$ cat src/rtl/quad_pkg.sv
// Shared definitions for the quadrature decoder: resolution mode encodings
// and the Gray-code step lookup used by every channel.
package quad_pkg;

  // Decode resolution selected by the mode input; 2'b11 also decodes as x4.
  localparam logic [1:0] MODE_X1 = 2'b00;
  localparam logic [1:0] MODE_X2 = 2'b01;
  localparam logic [1:0] MODE_X4 = 2'b10;

  // Classification of one transition between two debounced {A,B} states.
  typedef enum logic [1:0] {
    STEP_NONE = 2'd0,
    STEP_CW   = 2'd1,
    STEP_CCW  = 2'd2,
    STEP_ERR  = 2'd3
  } step_e;

  // Step class for every {prev,curr} pair, two bits per entry, entry index
  // {prev[1:0],curr[1:0]}. Clockwise order is 00 -> 01 -> 11 -> 10 -> 00;
  // any pair where both bits differ is illegal.
  //   prev=00: 00 NONE, 01 CW,  10 CCW, 11 ERR
  //   prev=01: 00 CCW,  01 NONE,10 ERR, 11 CW
  //   prev=10: 00 CW,   01 ERR, 10 NONE,11 CCW
  //   prev=11: 00 ERR,  01 CCW, 10 CW,  11 NONE
  localparam logic [31:0] GRAY_STEP_LUT = 32'h1B8D_72E4;

  function automatic step_e grayStep(input logic [1:0] prevAb,
                                     input logic [1:0] currAb);
    logic [3:0] idx;
    idx = {prevAb, currAb};
    return step_e'(GRAY_STEP_LUT[{idx, 1'b0} +: 2]);
  endfunction

endpackage

$ cat src/rtl/quad_chan.sv
// One quadrature channel: input synchronisers, per-pin debounce, Gray-step
// classification and the signed position counter with its step pulses.
module quad_chan
  import quad_pkg::*;
#(
  parameter int CNT_W      = 16,
  parameter int DB_SAMPLES = 2,
  parameter int WRAP       = 1
) (
  input  logic                    clk,
  input  logic                    rstn,
  input  logic                    sampleEn_i,
  input  logic                    keyA_i,
  input  logic                    keyB_i,
  input  logic [1:0]              mode_i,
  input  logic                    clr_i,
  output logic                    incPulse_o,
  output logic                    decPulse_o,
  output logic signed [CNT_W-1:0] pos_o,
  output logic                    err_o
);

  localparam logic [3:0] DB_LIMIT = 4'(DB_SAMPLES);
  localparam bit SATURATE = (WRAP == 0);
  localparam logic signed [CNT_W-1:0] POS_MAX = {1'b0, {(CNT_W-1){1'b1}}};
  localparam logic signed [CNT_W-1:0] POS_MIN = {1'b1, {(CNT_W-1){1'b0}}};
  localparam logic signed [CNT_W-1:0] POS_ONE = {{(CNT_W-1){1'b0}}, 1'b1};

  logic [1:0]              syncA_q, syncB_q;
  logic [1:0]              sampled;
  logic [1:0]              level_q, level_d;
  logic [1:0][3:0]         dbCnt_q, dbCnt_d;
  logic                    settled_q, settled_d;
  logic [1:0]              prevState_q;
  logic                    unref_q, unref_d;
  logic signed [CNT_W-1:0] pos_q, pos_d;
  logic                    err_q, err_d;
  logic                    inc_q, dec_q;

  step_e                   step;
  logic                    aChanged, aRose, modeAllows;
  logic                    stepCw, stepCcw, stepIllegal;

  // Two-flop synchronisers bring the asynchronous encoder pins into clk.
  always_ff @(posedge clk or negedge rstn) begin
    if (!rstn) begin
      syncA_q <= '0;
      syncB_q <= '0;
    end else begin
      syncA_q <= {syncA_q[0], keyA_i};
      syncB_q <= {syncB_q[0], keyB_i};
    end
  end

  // Bit 1 carries A and bit 0 carries B throughout the channel.
  assign sampled = {syncA_q[1], syncB_q[1]};

  // Debounce: a pin adopts a new level only after DB_SAMPLES consecutive
  // differing samples; "settled" records whether both pins now agree with
  // the sampled inputs, which is what marks a trustworthy reference state.
  always_comb begin
    level_d   = level_q;
    dbCnt_d   = dbCnt_q;
    settled_d = settled_q;
    if (sampleEn_i) begin
      for (int p = 0; p < 2; p++) begin
        if (sampled[p] != level_q[p]) begin
          if (dbCnt_q[p] + 4'd1 == DB_LIMIT) begin
            level_d[p] = sampled[p];
            dbCnt_d[p] = 4'd0;
          end else begin
            dbCnt_d[p] = dbCnt_q[p] + 4'd1;
          end
        end else begin
          dbCnt_d[p] = 4'd0;
        end
      end
      settled_d = (level_d == sampled);
    end
  end

  // Debounced levels, stability counters and the settled flag.
  always_ff @(posedge clk or negedge rstn) begin
    if (!rstn) begin
      level_q   <= '0;
      dbCnt_q   <= '0;
      settled_q <= 1'b0;
    end else begin
      level_q   <= level_d;
      dbCnt_q   <= dbCnt_d;
      settled_q <= settled_d;
    end
  end

  assign step        = grayStep(prevState_q, level_q);
  assign aChanged    = prevState_q[1] ^ level_q[1];
  assign aRose       = ~prevState_q[1] & level_q[1];

  // Resolution filter. In x1 the A rising edge of a clockwise rotation
  // occurs with B high (01 -> 11), so the Gray direction is used for the
  // sign rather than the raw B level, keeping x1 in step with x2/x4.
  always_comb begin
    modeAllows = 1'b1;
    case (mode_i)
      MODE_X1: modeAllows = aRose;
      MODE_X2: modeAllows = aChanged;
      MODE_X4: modeAllows = 1'b1;
      default: modeAllows = 1'b1;
    endcase
  end

  // Until the first settled state has been absorbed as the reference,
  // state changes neither count nor flag errors.
  assign stepCw      = ~unref_q & modeAllows & (step == STEP_CW);
  assign stepCcw     = ~unref_q & modeAllows & (step == STEP_CCW);
  assign stepIllegal = ~unref_q & (step == STEP_ERR);
  assign unref_d     = unref_q & ~settled_q;

  // Next position: wrap or saturate at the limits; clear wins over a step.
  always_comb begin
    pos_d = pos_q;
    if (stepCw) begin
      if (SATURATE && (pos_q == POS_MAX)) pos_d = pos_q;
      else                                pos_d = pos_q + POS_ONE;
    end else if (stepCcw) begin
      if (SATURATE && (pos_q == POS_MIN)) pos_d = pos_q;
      else                                pos_d = pos_q - POS_ONE;
    end
    if (clr_i) pos_d = '0;
  end

  assign err_d = clr_i ? 1'b0 : (err_q | stepIllegal);

  // Step tracking and registered outputs; pulses and position move together
  // one clk after the debounced state changes.
  always_ff @(posedge clk or negedge rstn) begin
    if (!rstn) begin
      prevState_q <= '0;
      unref_q     <= 1'b1;
      pos_q       <= '0;
      err_q       <= 1'b0;
      inc_q       <= 1'b0;
      dec_q       <= 1'b0;
    end else begin
      prevState_q <= level_q;
      unref_q     <= unref_d;
      pos_q       <= pos_d;
      err_q       <= err_d;
      inc_q       <= stepCw;
      dec_q       <= stepCcw;
    end
  end

  assign incPulse_o = inc_q;
  assign decPulse_o = dec_q;
  assign pos_o      = pos_q;
  assign err_o      = err_q;

endmodule

$ cat src/rtl/quad_decoder.sv
// Multi-channel quadrature decoder: a shared sample-tick divider feeding
// N_CH independent channel decoders.
module quad_decoder
  import quad_pkg::*;
#(
  parameter int N_CH       = 2,
  parameter int CNT_W      = 16,
  parameter int SAMPLE_DIV = 3000,
  parameter int DB_SAMPLES = 2,
  parameter int WRAP       = 1
) (
  input  logic                  clk,
  input  logic                  rstn,
  input  logic [N_CH-1:0]       key_a,
  input  logic [N_CH-1:0]       key_b,
  input  logic [1:0]            mode,
  input  logic [N_CH-1:0]       clr,
  output logic [N_CH-1:0]       inc_pulse,
  output logic [N_CH-1:0]       dec_pulse,
  output logic [N_CH*CNT_W-1:0] pos,
  output logic [N_CH-1:0]       err
);

  localparam int TICK_W = (SAMPLE_DIV > 1) ? $clog2(SAMPLE_DIV) : 1;
  localparam logic [TICK_W-1:0] TICK_LAST = TICK_W'(SAMPLE_DIV - 1);
  localparam logic [TICK_W-1:0] TICK_ONE  = TICK_W'(1);

  logic [TICK_W-1:0] tickCnt_q;
  logic              sampleEn;

  // Shared divider counting 0..SAMPLE_DIV-1; the last count is the sample tick.
  always_ff @(posedge clk or negedge rstn) begin
    if (!rstn) begin
      tickCnt_q <= '0;
    end else if (tickCnt_q == TICK_LAST) begin
      tickCnt_q <= '0;
    end else begin
      tickCnt_q <= tickCnt_q + TICK_ONE;
    end
  end

  assign sampleEn = (tickCnt_q == TICK_LAST);

  for (genvar i = 0; i < N_CH; i++) begin : gChan
    quad_chan #(
      .CNT_W      (CNT_W),
      .DB_SAMPLES (DB_SAMPLES),
      .WRAP       (WRAP)
    ) uChan (
      .clk        (clk),
      .rstn       (rstn),
      .sampleEn_i (sampleEn),
      .keyA_i     (key_a[i]),
      .keyB_i     (key_b[i]),
      .mode_i     (mode),
      .clr_i      (clr[i]),
      .incPulse_o (inc_pulse[i]),
      .decPulse_o (dec_pulse[i]),
      .pos_o      (pos[i*CNT_W +: CNT_W]),
      .err_o      (err[i])
    );
  end

endmodule

$ cat config.mk
export PLATFORM = sky130hd
export DESIGN_NAME = quad_decoder
export DESIGN_NICKNAME = d
export VERILOG_FILES = /design/src/rtl/quad_pkg.sv /design/src/rtl/quad_chan.sv /design/src/rtl/quad_decoder.sv
export SDC_FILE = /design/constraint.sdc
export NUM_CORES = 1
export LEC_CHECK = 0
export ABC_AREA = 1
export CAP_MARGIN = 30
export CORE_ASPECT_RATIO = 0.8
export CORE_MARGIN = 5
export CORE_UTILIZATION = 40
export DETAILED_ROUTE_END_ITERATION = 6
export PLACE_DENSITY = 0.63
export SLEW_MARGIN = 20
export SYNTH_ARGS = -nofsm -noshare
export SYNTH_HDL_FRONTEND = slang
export SYNTH_SLANG_ARGS = --single-unit
$ cat constraint.sdc
create_clock -name clk -period 3.1 [get_ports clk]
set_input_delay 0.62 -clock clk [delete_from_list [all_inputs] [get_ports clk]]
set_output_delay 0.62 -clock clk [all_outputs]
set_load 0.1 [all_outputs]
======== Yosys cells after proc, flatten, opt, wreduce, memory -nomap -nowiden ========
Index checks and enable logic that the tools add are counted.
word-level totals
  bits in registers ....................... 86
  latch bits .............................. 0
  bits in writable memories ............... 0
  ROM bits ................................ 0
  bits of input ports ..................... 10
  logic and storage cells ................. 110
  memories kept ........................... 0
operators by class
  $add $sub $neg .......................... 9
  multiply operators ...................... 0
  div/mod/pow operators ................... 0
  magnitude comparators ................... 0
  equality and inequality tests ........... 18
  shift-type cells ........................ 2
  mux-type cells .......................... 31
  bitwise logic cells ..................... 22
  reductions and logical operators ........ 3
operator list
  operator                 count
  $mux 16                  6
  $shiftx 32x6->2 const A  2
  $add 16x2->16 const B    2
  $mux 4                   8
  $sub 16x2->16 const B    2
  $add 4x1->4 const B      4
  $eq 4x2->1 const B       4
  $mux 1                   14
  $add 12x1->12 const B    1
  $and 1x1->1              12
  $eq 12x12->1 const B     1
  $mux 12                  1
  $eq 2x2->1 const B       4
  $eq 2x1->1 const B       3
  $not 1->1                6
  $reduce_bool 3->1        2
  $eq 2x2->1               2
  $ne 1x1->1               4
  $pmux 1 s2               2
  $logic_not 2->1          1
  $or 1x1->1               2
  $xor 1x1->1              2

======== Depth between registers and ports, before layout ========
Gate-level depths: netlist of the first run.
  depth after elaboration ................. 8
  gate-level depth with buffers ........... 18
  mapped depth without buffers ............ 18

======== Cells and area by module ========
A second synthesis of the first run with hierarchy kept.
unflattened totals
  cells, all modules ...................... 740
  area total of the unflattened synthesis .. 5627.9 um2
by module, submodules not included
  module                       times used  cells an instance  area each (um2)  seq. area each (um2)
  quad_chan at gChan[0].uChan  1           314                2462.4           927.1
  quad_chan at gChan[1].uChan  1           330                2458.6           927.1
  quad_decoder                 1           96                 706.9            300.3

======== Worst setup path before layout of the first run ========
Ideal clock, no wire load.
  kind .................................... register to register
  start ................................... register gChan[1].uChan.prevState_q[1]
  end ..................................... register gChan[1].uChan.pos_q[5]
  data arrival time ....................... 2500 ps
  required time ........................... 2980 ps
  setup slack ............................. 480 ps
  stages on the path, launching flop included .. 15
  buffers on the path ..................... 0
  cell sequence ........................... dfrtp_1 > inv_2 > ha_1 > nand3_1 > nand2_1 > nor2_4 > nand3_4 > ha_1 > or2_1 > and2_1 > nand2_1 > nand2_1 > or2_1 > nand3_1 > nand2_1
between the ends
  cells in the longest elaborated chain, start to end .. 7
  elaborated cells between the ends (all ways) .. 13
  those cells by class .................... eq/ne: 2; shift: 1; mux: 3; bitwise: 6; reduce/logical: 1
RTL lines
  what                                                                     RTL line          RTL
  from (decl)                                                              quad_chan.sv:34   logic [1:0] prevState_q;
  from (signal assigned)                                                   quad_chan.sv:145  prevState_q <= level_q;
  parallel branches: the longest is 7 deep, another holds $shiftx 32x6->2  -
  to (signal assigned)                                                     quad_chan.sv:147  pos_q <= pos_d;
  to (decl)                                                                quad_chan.sv:36   logic signed [CNT_W-1:0] pos_q, pos_d;
Several ways; the timed one is not identified.
A chain may end at the register's enable or synchronous reset.

======== Worst setup path in the final report of the first run ========
  start ................................... input mode[0]
  end ..................................... register gChan[1].uChan.pos_q[14]
between the ends
  cells in the longest elaborated chain, start to end .. 6
  elaborated cells between the ends (all ways) .. 9
  those cells by class .................... eq/ne: 1; mux: 3; bitwise: 3; reduce/logical: 2
RTL lines
  what                                                  RTL line                            RTL
  from (decl)                                           quad_decoder.sv:16                  input logic [1:0] mode,
  $eq 2x1->1 / $logic_not 2->1 (equally long branches)  quad_chan.sv:104                    case (mode_i)
  $pmux 1 s2 *                                          quad_chan.sv:104
  $and 1x1->1 *                                         quad_chan.sv:114, quad_chan.sv:115
  $and 1x1->1                                           quad_chan.sv:114                    assign stepCw = ~unref_q & modeAllows & (step == STEP_CW);
  $mux 16                                               quad_chan.sv:122                    if (stepCw) begin
  $mux 16                                               quad_chan.sv:129                    if (clr_i) pos_d = '0;
Mark *: on every way between the ends. The rest lies on a longest branch, timed or not.

==> flow_metrics.env, run 1 <==
export IMPL_hp_class="input pin to async pin"
export IMPL_mappedNetlistArea_sq_mm=0.00566
export IMPL_timing_critical_path_cells="clkdlybuf4s50_1, nor2_1, nand2_1, inv_1, nor2_4, nand3_2, ha_1, nand2_1, nor2_1, nand2_1, nand3_1, nand3_1, nand2_1, nand2_1, nand3_1, nand2_1"
export IMPL_critical_path_max_stage_delay_ns=0.52
export IMPL_detailedRoute_firstPassIterationCount=5
export IMPL_fin_ws_ns=0.238
export IMPL_power_share_switching=0.416
export IMPL_final_period_utilization=0.923
export IMPL_setup_tns_ns=0
export IMPL_drc=0
export IMPL_detail_route_wirelength_um=12900
export IMPL_route_antenna_remaining_nets=0
export IMPL_timing_max_transition_violations_final=0
export IMPL_coreArea_sq_mm=0.0137
export IMPL_global_placer_s_final_weighted_congestion=0.860
export IMPL_synth_enable_flop_cells=0
export IMPL_die_h_um=116
export IMPL_setup_worst_path_end_class="register"
export IMPL_ffs_latches_synth=86
export IMPL_final_layout_size_suffix_gt1_frac=0.163
export IMPL_critical_path_most_common_cell="sky130_fd_sc_hd__nand2_1"
export IMPL_power_share_combinational=0.468
export IMPL_routed_wire_length_per_instance_um=12.5
export IMPL_post_route_min_period_ns=2.86
export IMPL_clock_path_buffers=2
export IMPL_later_pin_clock_latency_in_the_skew_report_ns=0.34
export IMPL_worst_slew_margin_rel=0.554
export IMPL_power_per_cell_area_mw_per_mm2=657
export IMPL_dr_first_iter_drc_count=238
export IMPL_cellInternalPower_w=0.00266
export IMPL_yosysTopAreaCellShare=0.372
export IMPL_pwr_share_seq=0.275
export IMPL_synth_sequential_area_ratio=0.381
export IMPL_finish_net_count=910
export IMPL_number_of_antenna_violations_at_the_first_check_in_global_routing=0
export IMPL_run_status="finished clean"
export IMPL_design_area_sq_mm=0.00693
export IMPL_hpwl_um=9690
export IMPL_biggest_area_consumer_among_synthesized_cells="sky130_fd_sc_hd__dfrtp_1"
export IMPL_dominantRegCellSynth="sky130_fd_sc_hd__dfrtp_1"
export IMPL_tightest_hold_margin_ns=0.320
export IMPL_critPathBufInv=2
export IMPL_area_growth_pct=22.6
export IMPL_required_ns=3.33
export IMPL_cp_class="input pin to register"
export IMPL_p_leak_nw=3.76
export IMPL_io_buffers=47
export IMPL_grt_pass1_vias=4698
export IMPL_synth_fp_nets=805
export IMPL_postSynthCellCount=750
export IMPL_max_cap_violations=0
export IMPL_grt_setup_unrepaired="no"
export IMPL_nFillCells=1371
export IMPL_global_route_overflow_total=0
export IMPL_post_synth_num_cell_types=40
export IMPL_timing_reg2reg_worst_path_depth=16
export IMPL_num_vias=4991
export IMPL_fmax_mhz=349
export IMPL_worstMarginPinSlew_ns=0.668
export IMPL_dieArea_sq_mm=0.0166
export IMPL_die_width_um=143
export IMPL_worst_path_dominant_cell_family="simple AND/OR/NAND/NOR gates"
export IMPL_core_rows=38
export IMPL_dp_worst_setup_slack_ns=-0.118
export IMPL_placedInstanceArea_sq_mm=0.00659
export IMPL_diodes=0
export IMPL_worst_path_max_fanout=9
export IMPL_fin_worst_skew_ns=0.00739
export IMPL_rrSetupSlack_ns=0.28
export IMPL_final_setup_viol_count=0
export IMPL_cts_root_buf="sky130_fd_sc_hd__clkbuf_16"
export IMPL_postSynth_asyncResetShare=1.00
export IMPL_cts_tree="done"
export IMPL_power_clock_fraction=0.257
export IMPL_detail_route_vias_per_cell=4.80
export IMPL_vdd_ir_drop_max_mv=0.629
export IMPL_ys_top_cells_by_area="sky130_fd_sc_hd__dfrtp_1, sky130_fd_sc_hd__nand2_1, sky130_fd_sc_hd__ha_1"
export IMPL_tritoncts_num_sinks=86
export IMPL_switching_power_w=0.00189
export IMPL_floorplan_initialDensity=0.413
export IMPL_timing_critical_path_slowest_stage_cell="sky130_fd_sc_hd__clkdlybuf4s50_1"
export IMPL_h_tree_depth=3
export IMPL_pin_count=48
export IMPL_worst_setup_hold_path_clk_slew_ns=0.07
export IMPL_synth_area_per_cell_sq_um=7.54
export IMPL_cts_buffers=9
export IMPL_critical_path_reg2reg_startpoint="gChan[1].uChan.prevState_q[1]$_DFF_PN0_"
export IMPL_grt_total_usage=0.163
export IMPL_worst_r2r_dst="gChan[1].uChan.pos_o[14]$_DFFE_PN0P_"
export IMPL_first_pass_grt_wire_length_um=22100
export IMPL_critical_path_arrival_ns=3.10
export IMPL_ys_warn_count=0
export IMPL_startpoint_class_of_the_critical_path="input pin"
export IMPL_finalHoldViolCount=0
export IMPL_grt_start_max_net_pins=52
## per-stage QoR
step                      cells  power (W)   util
after floorplan             750    0.00276      -
after global placement     1020    0.00338  0.481
after detailed placement   1020    0.00340  0.481
after CTS                  1035    0.00459  0.504
after global routing       1039    0.00491  0.506
final                      1039    0.00455  0.506
## power groups by stage
stage / combinational [W] / sequential [W] / clock [W]
2_1_floorplan: 0.00108 / 0.00168 / 0
3_3_place_gp: 0.00211 / 0.00127 / 0
3_5_place_dp: 0.00212 / 0.00127 / 0
4_1_cts: 0.00213 / 0.00125 / 0.00120
5_1_grt: 0.00241 / 0.00126 / 0.00124
6_report: 0.00213 / 0.00125 / 0.00117
## layout by cell type, fill, tap and decap left out, types with 5 or more instances in the layout
cell	n
sky130_fd_sc_hd__buf_4	94
sky130_fd_sc_hd__dfrtp_1	84
sky130_fd_sc_hd__inv_2	9
sky130_fd_sc_hd__nand2_1	246
sky130_fd_sc_hd__nor2_1	48
sky130_fd_sc_hd__o21ai_0	22
sky130_fd_sc_hd__xnor2_1	14
sky130_fd_sc_hd__clkbuf_16	9
sky130_fd_sc_hd__a21oi_1	29
sky130_fd_sc_hd__ha_1	43
sky130_fd_sc_hd__xor2_1	12
sky130_fd_sc_hd__o21ai_1	18
sky130_fd_sc_hd__nand3b_1	5
sky130_fd_sc_hd__clkdlybuf4s50_1	8
sky130_fd_sc_hd__nand3_4	5
sky130_fd_sc_hd__inv_1	80
sky130_fd_sc_hd__nor3_1	8
sky130_fd_sc_hd__nand4_1	6
sky130_fd_sc_hd__nand3_1	75
## cells in the mapped netlist (6+ instances only)
library cell	instances
sky130_fd_sc_hd__a21oi_1	29
sky130_fd_sc_hd__buf_4	6
sky130_fd_sc_hd__dfrtp_1	84
sky130_fd_sc_hd__ha_1	43
sky130_fd_sc_hd__inv_1	80
sky130_fd_sc_hd__inv_2	9
sky130_fd_sc_hd__nand2_1	246
sky130_fd_sc_hd__nand3_1	75
sky130_fd_sc_hd__nand4_1	6
sky130_fd_sc_hd__nor2_1	48
sky130_fd_sc_hd__nor3_1	8
sky130_fd_sc_hd__o21ai_0	22
sky130_fd_sc_hd__o21ai_1	18
sky130_fd_sc_hd__xnor2_1	14
sky130_fd_sc_hd__xor2_1	12
## area by class of cell
type / count / area, sq um / share of cell area
sequential: 86 / 2150 / 0.311
multi-input combinational: 565 / 3100 / 0.446
timing repair buffer: 103 / 806 / 0.116
clock buffer: 10 / 229 / 0.0330
inverter: 90 / 340 / 0.0491
clock inverter: 5 / 83.8 / 0.0121
tap: 180 / 225 / 0.0325
## per-layer routing
| layer | part of all wire | GRT usage | up-vias |
|---|---|---|---|
| met3 | 0.040 | 0.0332 | 11 |
| met2 | 0.43 | 0.254 | 93 |
| met1 | 0.52 | 0.235 | 2248 |
| met4 | 0.010 | 0.0355 | 0 |
| li1 | - | - | 2639 |
| met5 | 0 | 0 | - |
## sequential cells by signal, summed over array words and instances (netlist names), 4 cells and up
name / flops
gChan.uChan.dbCnt_q: 16
gChan.uChan.level_q: 4
gChan.uChan.pos_o: 32
gChan.uChan.prevState_q: 4
gChan.uChan.syncA_q: 4
gChan.uChan.syncB_q: 4
tickCnt_q: 12
## logic make-up after synthesis
kind of cell             share of synthesized area
AO/OA/AOI/OAI                               0.0759
adder cells (fa/ha/maj)                      0.102
AND/OR/NAND/NOR                              0.327
XOR/XNOR                                    0.0403
flip-flops                                   0.381
buffers and inverters                       0.0737
## how the worst max path moves through the flow
stage | startpoint | end | cells after the start
5_1_grt | mode[0] | gChan[1].uChan.pos_o[13]$_DFFE_PN0P_ | 16
3_3_place_gp | mode[0] | gChan[1].uChan.pos_o[13]$_DFFE_PN0P_ | 15
3_5_place_dp | mode[0] | gChan[1].uChan.pos_o[5]$_DFFE_PN0P_ | 14
4_1_cts | mode[0] | gChan[1].uChan.pos_o[5]$_DFFE_PN0P_ | 14
6_report | mode[0] | gChan[1].uChan.pos_o[14]$_DFFE_PN0P_ | 16
2_1_floorplan | gChan[1].uChan.prevState_q[1]$_DFF_PN0_ | gChan[1].uChan.pos_o[5]$_DFFE_PN0P_ | 14
## repair_timing
action,4_1_cts,5_1_grt
endpoints found under the setup margin,0,1
hold endpoints to repair,0,0
resized for setup,0,0
hold buffers,0,0
buffers inserted,0,3
Note: power is estimated with default switching activity, not from simulation.
==> inputs of run 2 (changes only) <==
--- a/config.mk
+++ b/config.mk
@@ -11,7 +11,6 @@
 export CORE_MARGIN = 5
 export CORE_UTILIZATION = 40
 export DETAILED_ROUTE_END_ITERATION = 6
-export PLACE_DENSITY = 0.63
 export SLEW_MARGIN = 20
 export SYNTH_ARGS = -nofsm -noshare
 export SYNTH_HDL_FRONTEND = slang
==> flow_metrics.env, run 2 (synthesized netlist as in run 1, its figures left out) <==
export IMPL_cellInternalPower_w=0.00249
export IMPL_final_period_utilization=0.914
export IMPL_clock_path_buffers=2
export IMPL_detail_route_wirelength_um=13400
export IMPL_power_per_cell_area_mw_per_mm2=651
export IMPL_met3RoutedLength_um=662
export IMPL_critical_path_arrival_ns=3.07
export IMPL_layout_cells_most_common_list="sky130_fd_sc_hd__nand2_1, sky130_fd_sc_hd__dfrtp_1, sky130_fd_sc_hd__inv_1"
export IMPL_cp_class="input pin to register"
export IMPL_nFillCells=1356
export IMPL_drc=0
export IMPL_diodes=0
export IMPL_cts_root_buf="sky130_fd_sc_hd__clkbuf_16"
export IMPL_max_cap_violations=0
export IMPL_first_pass_grt_wire_length_um=23500
export IMPL_post_route_m1_wl_um=6610
export IMPL_grt_setup_unrepaired="no"
export IMPL_run_status="finished clean"
export IMPL_power_share_combinational=0.459
export IMPL_pin_count=48
export IMPL_floorplan_initialDensity=0.413
export IMPL_die_width_um=143
export IMPL_cts_tree="done"
export IMPL_final_setup_viol_count=0
export IMPL_p_leak_nw=3.64
export IMPL_fmax_mhz=353
export IMPL_global_placer_s_final_weighted_congestion=0.933
export IMPL_required_ns=3.34
export IMPL_worst_setup_hold_path_clk_slew_ns=0.07
export IMPL_die_h_um=116
export IMPL_worst_path_max_fanout=17
export IMPL_worst_slew_margin_rel=0.575
export IMPL_core_rows=38
export IMPL_worstMarginPinSlew_ns=0.636
export IMPL_timing_max_transition_violations_final=0
export IMPL_finish_net_count=883
export IMPL_final_layout_size_suffix_gt1_frac=0.137
export IMPL_later_pin_clock_latency_in_the_skew_report_ns=0.35
export IMPL_dieArea_sq_mm=0.0166
export IMPL_tightest_hold_margin_ns=0.293
export IMPL_instances_no_fill=1013
export IMPL_dr_first_iter_drc_count=319
export IMPL_pwr_share_seq=0.287
export IMPL_power_share_switching=0.430
export IMPL_h_tree_depth=3
export IMPL_finalHoldViolCount=0
export IMPL_detail_route_vias_per_cell=4.95
export IMPL_hp_class="input pin to async pin"
export IMPL_grt_start_max_net_pins=49
export IMPL_dpl_cell_count=993
export IMPL_tritoncts_num_sinks=86
export IMPL_grt_pass1_vias=5073
export IMPL_io_buffers=47
export IMPL_routed_wire_length_per_instance_um=13.3
export IMPL_route_met2_wl_um=5960
export IMPL_setup_worst_path_end_class="register"
export IMPL_post_route_min_period_ns=2.83
export IMPL_switching_power_w=0.00188
export IMPL_global_route_overflow_total=0
export IMPL_route_antenna_remaining_nets=0
export IMPL_layout_cells_most_common="sky130_fd_sc_hd__nand2_1"
export IMPL_vdd_ir_drop_max_mv=0.624
export IMPL_placedInstanceArea_sq_mm=0.00639
export IMPL_power_clock_fraction=0.254
export IMPL_grt_total_usage=0.174
export IMPL_startpoint_class_of_the_critical_path="input pin"
export IMPL_topRoutingLayerUsed="met4"
export IMPL_hpwl_um=10100
export IMPL_cts_hold_fix_buffers=0
export IMPL_coreArea_sq_mm=0.0137
export IMPL_number_of_antenna_violations_at_the_first_check_in_global_routing=0
export IMPL_num_vias=5016
export IMPL_area_growth_pct=18.8
export IMPL_design_area_sq_mm=0.00672
export IMPL_largest_register_ff_count=32
export IMPL_detailedRoute_firstPassIterationCount=5
export IMPL_fin_worst_skew_ns=0.00955
export IMPL_cts_buffers=9
run 2: stage by stage:
step	setup WS [ns]	utilization	TNS, ns	power (W)
floorplan	0.480	-	0	0.00276
global placement	-0.0515	0.466	-0.229	0.00324
detailed placement	-0.112	0.466	-0.701	0.00326
CTS	0.251	0.488	0	0.00440
global route	0.0226	0.491	0	0.00471
finish	0.267	0.491	0	0.00437
run 2: what timing repair did:
item,in CTS,in global routing
setup buffers,0,4
setup endpoints to repair,0,3
gates resized for setup,0,0
run 2: worst paths after layout:
kind | startpoint | to | slack, ns | depth (start not counted)
setup / recovery | mode[0] | gChan[1].uChan.pos_o[13]$_DFFE_PN0P_ | 0.27 | 15
hold / removal | rstn | gChan[0].uChan.pos_o[2]$_DFFE_PN0P_ | 0.29 | 1
setup reg to reg | gChan[1].uChan.prevState_q[1]$_DFF_PN0_ | gChan[1].uChan.pos_o[13]$_DFFE_PN0P_ | 0.28 | 15
hold reg to reg | gChan[1].uChan.syncA_q[0]$_DFF_PN0_ | gChan[1].uChan.syncA_q[1]$_DFF_PN0_ | 0.35 | 0
max in group asynchronous | rstn | gChan[1].uChan.dbCnt_q[2]$_DFFE_PN0N_ | 2.07 | 2
min in group clk | gChan[1].uChan.syncA_q[0]$_DFF_PN0_ | gChan[1].uChan.syncA_q[1]$_DFF_PN0_ | 0.35 | 0
run 2: area by class of cell:
cell class                      count  area [sq um]  share of cell area
Multi-Input combinational cell    564          3090               0.459
Sequential cell                    86          2150               0.321
Inverter                           90           340              0.0507
Timing Repair Buffer               77           611              0.0909
Clock inverter                      5          58.8             0.00875
Clock buffer                       11           243              0.0361
Tap cell                          180           225              0.0335
run 2: metal layers:
layer | vias up | track usage
li1 | 2576 | -
met1 | 2303 | 0.230
met2 | 115 | 0.287
met3 | 22 | 0.0426
met4 | 0 | 0.0481
met5 | - | 0
run 2: power groups by stage:
| stage | clock (W) | combinational, W | sequential, W |
|---|---|---|---|
| after floorplan | 0 | 0.00108 | 0.00168 |
| after global placement | 0 | 0.00197 | 0.00127 |
| after detailed placement | 0 | 0.00198 | 0.00128 |
| after CTS | 0.00114 | 0.00200 | 0.00125 |
| after global routing | 0.00119 | 0.00225 | 0.00126 |
| final | 0.00111 | 0.00201 | 0.00126 |
run 2: critical path: stages:
cell and delay (ns):
sky130_fd_sc_hd__clkdlybuf4s50_1 0.52, sky130_fd_sc_hd__nor2_1 0.09, sky130_fd_sc_hd__nand2_1 0.07, sky130_fd_sc_hd__inv_1 0.06
sky130_fd_sc_hd__nor2_4 0.16, sky130_fd_sc_hd__nand3_4 0.23, sky130_fd_sc_hd__ha_1 0.45, sky130_fd_sc_hd__nand2_1 0.09
sky130_fd_sc_hd__buf_4 0.14, sky130_fd_sc_hd__nor3_1 0.29, sky130_fd_sc_hd__nand2_1 0.13, sky130_fd_sc_hd__nand2_1 0.07
sky130_fd_sc_hd__nand2_1 0.04, sky130_fd_sc_hd__nand3_1 0.06, sky130_fd_sc_hd__nand2_1 0.05
